===== src/rtl/calc_pkg.sv =====
// Shared definitions for the calculator sum/BCD stage: widths, FSM states,
// display limit and the per-digit double-dabble correction.
package calc_pkg;

  localparam int DEF_OP_W   = 8;
  localparam int DEF_SUM_W  = DEF_OP_W + 1;
  localparam int DIGIT_W    = 4;
  localparam int NUM_DIGITS = 3;
  localparam int DISP_LIMIT = 99;

  typedef enum logic [1:0] {
    IDLE  = 2'd0,
    SHIFT = 2'd1,
    DONE  = 2'd2
  } state_t;

  // Double-dabble correction: a digit of 5 or more would exceed 9 after the
  // next shift, so pre-add 3 to make it carry into the next digit instead.
  function automatic logic [DIGIT_W-1:0] add3_if_ge5(input logic [DIGIT_W-1:0] d);
    return (d >= DIGIT_W'(5)) ? d + DIGIT_W'(3) : d;
  endfunction

endpackage


===== src/rtl/sum_bcd_converter_if.sv =====
// Handshake and data bundle between the operand converters, this stage and
// the seven-segment display path.
interface sum_bcd_converter_if #(
  parameter int OP_W  = 8,
  parameter int SUM_W = 9
) ();

  logic              i_Start;
  logic              i_Abort;
  logic [OP_W-1:0]   i_Op_A;
  logic [OP_W-1:0]   i_Op_B;
  logic              o_Busy;
  logic              o_Done;
  logic [SUM_W-1:0]  o_Sum;
  logic [3:0]        o_Hundreds;
  logic [3:0]        o_Tens;
  logic [3:0]        o_Ones;
  logic              o_Overflow;

  // Converter side
  modport slave (
    input  i_Start, i_Abort, i_Op_A, i_Op_B,
    output o_Busy, o_Done, o_Sum, o_Hundreds, o_Tens, o_Ones, o_Overflow
  );

  // Requester side
  modport master (
    output i_Start, i_Abort, i_Op_A, i_Op_B,
    input  o_Busy, o_Done, o_Sum, o_Hundreds, o_Tens, o_Ones, o_Overflow
  );

endinterface


===== src/rtl/bcd_digit_adjust.sv =====
// Combinational add-3-if->=5 correction for one BCD digit.
module bcd_digit_adjust
  import calc_pkg::*;
(
  input  logic [DIGIT_W-1:0] i_Digit,
  output logic [DIGIT_W-1:0] o_Digit
);

  assign o_Digit = add3_if_ge5(i_Digit);

endmodule


===== src/rtl/sum_bcd_converter.sv =====
// Adds two binary operands and converts the sum to three BCD digits with a
// serial double-dabble (one bit per clock). Results are held until the next
// completed conversion; an abort or reset leaves no partial result visible.
module sum_bcd_converter
  import calc_pkg::*;
#(
  parameter int OP_W  = DEF_OP_W,
  parameter int SUM_W = DEF_SUM_W
) (
  input  logic                i_Clk,
  input  logic                i_Rst_L,
  sum_bcd_converter_if.slave  bus
);

  localparam int BCD_W = NUM_DIGITS * DIGIT_W;
  localparam int CNT_W = $clog2(SUM_W + 1);

  state_t                   r_state;
  state_t                   w_state_next;

  logic [SUM_W-1:0]         r_sum_sh;
  logic [SUM_W-1:0]         r_sum_ld;
  logic [BCD_W-1:0]         r_bcd;
  logic [CNT_W-1:0]         r_cnt;
  logic                     r_ovf_nxt;

  logic [SUM_W-1:0]         r_sum_out;
  logic [DIGIT_W-1:0]       r_hundreds;
  logic [DIGIT_W-1:0]       r_tens;
  logic [DIGIT_W-1:0]       r_ones;
  logic                     r_ovf_out;
  logic                     r_busy;
  logic                     r_done;

  logic [OP_W-1:0]          w_op_a;
  logic [OP_W-1:0]          w_op_b;
  logic [SUM_W-1:0]         w_sum;
  logic                     w_accept;
  logic [BCD_W-1:0]         w_bcd_adj;
  logic [BCD_W+SUM_W-1:0]   w_shift;
  logic                     w_done_next;
  logic                     w_busy_next;

  assign w_op_a = bus.i_Op_A;
  assign w_op_b = bus.i_Op_B;

  // Full-width add: the carry is kept so 255+255 yields 510.
  assign w_sum = SUM_W'(w_op_a) + SUM_W'(w_op_b);

  // Abort outranks start, so a simultaneous request never loads.
  assign w_accept = (r_state == IDLE) && bus.i_Start && !bus.i_Abort;

  // Correct every digit, then shift the whole {bcd, sum} pair left by one.
  genvar gi;
  generate
    for (gi = 0; gi < NUM_DIGITS; gi++) begin : g_adj
      bcd_digit_adjust u_adj (
        .i_Digit (r_bcd[gi*DIGIT_W +: DIGIT_W]),
        .o_Digit (w_bcd_adj[gi*DIGIT_W +: DIGIT_W])
      );
    end
  endgenerate

  assign w_shift = {w_bcd_adj, r_sum_sh} << 1;

  // State register.
  always_ff @(posedge i_Clk or negedge i_Rst_L) begin
    if (!i_Rst_L) r_state <= IDLE;
    else          r_state <= w_state_next;
  end

  // Next-state logic: abort returns to IDLE from anywhere.
  always_comb begin
    w_state_next = r_state;
    if (bus.i_Abort) begin
      w_state_next = IDLE;
    end else begin
      case (r_state)
        IDLE:    if (bus.i_Start) w_state_next = SHIFT;
        SHIFT:   if (r_cnt == CNT_W'(1)) w_state_next = DONE;
        DONE:    w_state_next = IDLE;
        default: w_state_next = IDLE;
      endcase
    end
  end

  // Output decode: busy covers SHIFT plus the DONE cycle, done only on an
  // un-aborted DONE.
  always_comb begin
    w_done_next = (r_state == DONE) && !bus.i_Abort;
    w_busy_next = (w_state_next != IDLE) || w_done_next;
  end

  // Shift datapath: load on accepted start, adjust+shift while in SHIFT.
  always_ff @(posedge i_Clk or negedge i_Rst_L) begin
    if (!i_Rst_L) begin
      r_sum_sh  <= '0;
      r_sum_ld  <= '0;
      r_bcd     <= '0;
      r_cnt     <= '0;
      r_ovf_nxt <= 1'b0;
    end else if (w_accept) begin
      r_sum_sh  <= w_sum;
      r_sum_ld  <= w_sum;
      r_bcd     <= '0;
      r_cnt     <= CNT_W'(SUM_W);
      r_ovf_nxt <= (w_sum > SUM_W'(DISP_LIMIT));
    end else if ((r_state == SHIFT) && !bus.i_Abort) begin
      r_bcd     <= w_shift[BCD_W+SUM_W-1:SUM_W];
      r_sum_sh  <= w_shift[SUM_W-1:0];
      r_cnt     <= r_cnt - CNT_W'(1);
    end
  end

  // Result registers: updated only on a completed conversion.
  always_ff @(posedge i_Clk or negedge i_Rst_L) begin
    if (!i_Rst_L) begin
      r_sum_out  <= '0;
      r_hundreds <= '0;
      r_tens     <= '0;
      r_ones     <= '0;
      r_ovf_out  <= 1'b0;
      r_busy     <= 1'b0;
      r_done     <= 1'b0;
    end else begin
      r_busy <= w_busy_next;
      r_done <= w_done_next;
      if (w_done_next) begin
        r_sum_out  <= r_sum_ld;
        r_hundreds <= r_bcd[2*DIGIT_W +: DIGIT_W];
        r_tens     <= r_bcd[1*DIGIT_W +: DIGIT_W];
        r_ones     <= r_bcd[0*DIGIT_W +: DIGIT_W];
        r_ovf_out  <= r_ovf_nxt;
      end
    end
  end

  assign bus.o_Busy     = r_busy;
  assign bus.o_Done     = r_done;
  assign bus.o_Sum      = r_sum_out;
  assign bus.o_Hundreds = r_hundreds;
  assign bus.o_Tens     = r_tens;
  assign bus.o_Ones     = r_ones;
  assign bus.o_Overflow = r_ovf_out;

endmodule


===== src/flat_wrapper.sv =====
// flat-port wrapper written by rule: the top's interface ports become plain ports
module sum_bcd_converter_flat import calc_pkg::*;
#(
  parameter int OP_W  = DEF_OP_W,
  parameter int SUM_W = DEF_SUM_W
)
  (i_Clk, i_Rst_L, bus_i_Start, bus_i_Abort, bus_i_Op_A, bus_i_Op_B, bus_o_Busy, bus_o_Done, bus_o_Sum, bus_o_Hundreds, bus_o_Tens, bus_o_Ones, bus_o_Overflow);
  sum_bcd_converter_if #(.OP_W(OP_W), .SUM_W(SUM_W)) bus_i ();
  input  logic i_Clk;
  input  logic i_Rst_L;
  input wire logic [$bits(bus_i.i_Start)-1:0] bus_i_Start;
  input wire logic [$bits(bus_i.i_Abort)-1:0] bus_i_Abort;
  input wire logic [$bits(bus_i.i_Op_A)-1:0] bus_i_Op_A;
  input wire logic [$bits(bus_i.i_Op_B)-1:0] bus_i_Op_B;
  output wire logic [$bits(bus_i.o_Busy)-1:0] bus_o_Busy;
  output wire logic [$bits(bus_i.o_Done)-1:0] bus_o_Done;
  output wire logic [$bits(bus_i.o_Sum)-1:0] bus_o_Sum;
  output wire logic [$bits(bus_i.o_Hundreds)-1:0] bus_o_Hundreds;
  output wire logic [$bits(bus_i.o_Tens)-1:0] bus_o_Tens;
  output wire logic [$bits(bus_i.o_Ones)-1:0] bus_o_Ones;
  output wire logic [$bits(bus_i.o_Overflow)-1:0] bus_o_Overflow;
  assign bus_i.i_Start = bus_i_Start;
  assign bus_i.i_Abort = bus_i_Abort;
  assign bus_i.i_Op_A = bus_i_Op_A;
  assign bus_i.i_Op_B = bus_i_Op_B;
  assign bus_o_Busy = bus_i.o_Busy;
  assign bus_o_Done = bus_i.o_Done;
  assign bus_o_Sum = bus_i.o_Sum;
  assign bus_o_Hundreds = bus_i.o_Hundreds;
  assign bus_o_Tens = bus_i.o_Tens;
  assign bus_o_Ones = bus_i.o_Ones;
  assign bus_o_Overflow = bus_i.o_Overflow;
  sum_bcd_converter #(.OP_W(OP_W), .SUM_W(SUM_W)) u_core (.i_Clk(i_Clk), .i_Rst_L(i_Rst_L), .bus(bus_i));
endmodule

===== config.mk =====
export PLATFORM = sky130hd
export DESIGN_NAME = sum_bcd_converter_flat
export DESIGN_NICKNAME = d
export VERILOG_FILES = /design/src/rtl/calc_pkg.sv /design/src/rtl/sum_bcd_converter_if.sv /design/src/rtl/bcd_digit_adjust.sv /design/src/rtl/sum_bcd_converter.sv /design/src/flat_wrapper.sv
export SDC_FILE = /design/constraint.sdc
export NUM_CORES = 1
export LEC_CHECK = 0
export CORE_MARGIN = 8
export CORE_UTILIZATION = 54
export DETAILED_ROUTE_END_ITERATION = 10
export GPL_TIMING_DRIVEN = 1
export PLACE_DENSITY = 0.8
export SLEW_MARGIN = 10
export SYNTH_ARGS = -nofsm -noshare
export SYNTH_HDL_FRONTEND = slang
export SYNTH_SLANG_ARGS = --single-unit

===== constraint.sdc =====
create_clock -name i_Clk -period 1.9 [get_ports i_Clk]
set_clock_uncertainty 0.15 [all_clocks]
set_input_delay 0.57 -clock i_Clk [delete_from_list [all_inputs] [get_ports i_Clk]]
set_output_delay 0.57 -clock i_Clk [all_outputs]
set_load 0.05 [all_outputs]

==> results.yml <==
outcome:
  outcome: "finished, violations left"
  violations: "setup timing"
grt:
  grt_pass1_vias: 2499
  grt-ovfl-total: 0
  grt_use_met2: 0.307
  top_usage_layer: "met2"
  antenna_found_initial: 0
  grt_max_degree: 62
  met1_usage: 0.187
  grt_use_total: 0.175
  groute.layer.met3.usage: 0.0632
  grt_pass1_wl_um: 11600
worst_setup_path:
  ff2ff_path_depth: 5
  r2r_end: "u_core.r_ovf_nxt"
  endpoint_kind: "flop"
  crit_start: "bus_i_Op_A[0]"
  worstSetupStartpointType: "input port"
  path_max_fanout: 2
  rr_startpoint: "u_core.r_state[0]"
  worstSetupPathType: "input port to flop"
  r2r_slack_ps: 200
  cp.arrival_ps: 2200
  crit_required_ps: 1980
cts:
  cts-root-buf: "clkbuf_8"
  cts_buffer_depth: 2
  ctsHoldBuffers: 0
  cts_tree: "yes"
  clk_pin_slew_ps: 60
  cts_made_buffers: 9
  cts_sinks: 61
  cts_max_level: 3
  clk-insertion-delay-late_ps: 340
timing:
  period_share: 1.12
  final_max_slew_viol_count: 0
  finalSetupViolations: 7
  worstMarginPinSlew_ps: 392
  final-hold-violation-count: 0
  setup_slack_ps: -224
  max_freq_ghz: 0.471
  relSlewSlack: 0.739
  rsz0062_at_grt: "yes"
  post-route-min-period_ps: 2120
drt:
  drt_wl_total_um: 6940
  wl_per_cell_um: 16.5
  via_per_inst: 5.54
  drcViolationCount: 0
  drt_first_pass_iters: 4
  ant_nets: 0
  via_count: 2326
  initialDrtViolationCount: 113
die:
  coreArea_mm2: 0.00541
  die_area_mm2: 0.00811
  io_pins: 44
  row_count: 27
  start_util: 0.548
  die_height_um: 90.1
  fp.dieW_um: 90.1
logic_synthesis:
  yosysSeqAreaShare: 0.515
  synth_cell_types: 46
  synth-async-reset-ratio: 1.00
  synth-edff-count: 0
  ys_top_cells_by_count: "61 x dfrtp_1, 38 x nand2_1, 21 x mux2_2, 18 x o21ai_0, 16 x ha_1"
  synth_top_cell_by_area: "dfrtp_1"
  ys.flop_type: "dfrtp_1"
  synthCells: 264
  yosys-top-cells-area: "dfrtp_1 52%, mux2_2 8.0%, ha_1 6.8%, nand2_1 4.8%, o21ai_0 3.0%"
  ys_ff_latch: 61
  avgSynthCellArea_um2: 11.2
  synthMostInstantiatedCell: "dfrtp_1"
  syn_nets: 301
  yosys.area.top_type_share: 0.515
  yosys_warnings: 0
  synthesis.area_mm2: 0.00296
placement:
  dp_hpwl_um: 4530
  io_buffers: 43
  gp_congestion: 0.769
  dp_slack_ps: -913
  placed_cells_incl_taps: 401
pwr:
  p_int_w: 0.00301
  powerDensity_mw_per_mm2: 1070
  pwr-share-comb: 0.373
  pwr-share-clk: 0.211
  leakage_nw: 2.02
  p_switching_w: 0.00162
  pwr-share-seq: 0.416
  ir_drop_mv: 0.748
  sw_frac_of_total: 0.349
min_path:
  hold_class: "input port to async pin"
finish:
  final_nets: 382
  drive_gt1_frac: 0.399
  fill_cells: 316
  antenna_cells: 0
  syn_to_final_growth_pct: 45.7
  finalNonFillerCells: 420
flow_run:
  max_cap_violations: 0
-- metrics by stage --
step	utilization	hold slack, ps	cell area, µm²	TNS [ps]	power (W)
finish	0.798	80.9	4320	-867	0.00463
global placement	0.731	303	3950	-22040	0.00349
detailed placement	0.731	304	3950	-24380	0.00357
global route	0.798	93.1	4320	-1300	0.00489
floorplan	-	124	3000	-800	0.00278
CTS	0.786	87.5	4250	-246	0.00460
-- worst max-delay path, cell delays in order --
cell and delay (ps):
buf_8 70, ha_4 140, inv_2 40, fa_2 390, nand2b_4 170, a21oi_2 140
xor2_1 280, nor3b_2 110, o311ai_2 290
-- cells in the final DEF, fill, tap and decap left out, types with 5 or more instances in the layout --
master,instances
dfrtp_1,61
nand2_1,35
buf_4,31
buf_12,26
mux2_2,21
o21ai_0,16
inv_1,11
clkbuf_8,11
dlygate4sd2_1,11
nor2_1,9
a21oi_1,9
ha_1,8
ha_4,7
nand3_1,5
xnor2_1,5
-- logic make-up after synthesis --
kind of cell    Yosys count  share of synthesized area
simple gates             77                      0.137
flops                    61                      0.515
compound gates           53                      0.117
mux                      23                     0.0870
buf+inv                  22                     0.0372
fa+ha+maj                17                     0.0743
xor+xnor                 11                     0.0325
-- worst max path at each step --
stage,endpoint
after floorplan,u_core.r_ovf_nxt
after global placement,u_core.r_ovf_nxt
after detailed placement,u_core.r_ovf_nxt
after CTS,u_core.r_ovf_nxt
after global routing,u_core.r_ovf_nxt
final,u_core.r_ovf_nxt
-- sequential cells by signal, indices dropped and copies added (netlist names), 2 cells and up --
| name | flops |
|---|---|
| u_core.r_cnt | 4 |
| u_core.r_sum_sh | 9 |
| u_core.bus.o_Ones | 4 |
| u_core.r_bcd | 12 |
| u_core.bus.o_Tens | 4 |
| u_core.r_sum_ld | 9 |
| u_core.bus.o_Sum | 9 |
| u_core.bus.o_Hundreds | 4 |
| u_core.r_state | 2 |
-- power groups by stage --
stage	clock (W)	sequential, W	combinational, W
global route	0.00106	0.00197	0.00185
detailed placement	0	0.00194	0.00163
CTS	0.000992	0.00192	0.00169
finish	0.000976	0.00193	0.00173
global placement	0	0.00193	0.00156
floorplan	0	0.00214	0.000649
-- timing repair --
item | 4_1_cts | 5_1_grt
gates cloned | 0 | 0
pin swaps | 11 | 5
endpoints found under the setup margin | 24 | 14
gates resized for setup | 46 | 14
buffers inserted | 2 | 3
-- final cells by class --
type                    count  area, µm²  area share
flip-flops and latches     61       1530       0.354
clock buffers              12        155      0.0360
inverters                  13       48.8      0.0113
multi-input cells         181       1520       0.353
clock inverters             2       10.0     0.00232
well taps                  72       90.1      0.0209
repair buffers             79        961       0.223
-- metal layers --
metal / part of all wire / vias to the layer above
li1: - / 1075
met1: 0.39 / 1167
met2: 0.53 / 69
met3: 0.049 / 15
met4: 0.022 / 0
met5: 0 / -
No activity file was read; power rests on OpenSTA's default activity.
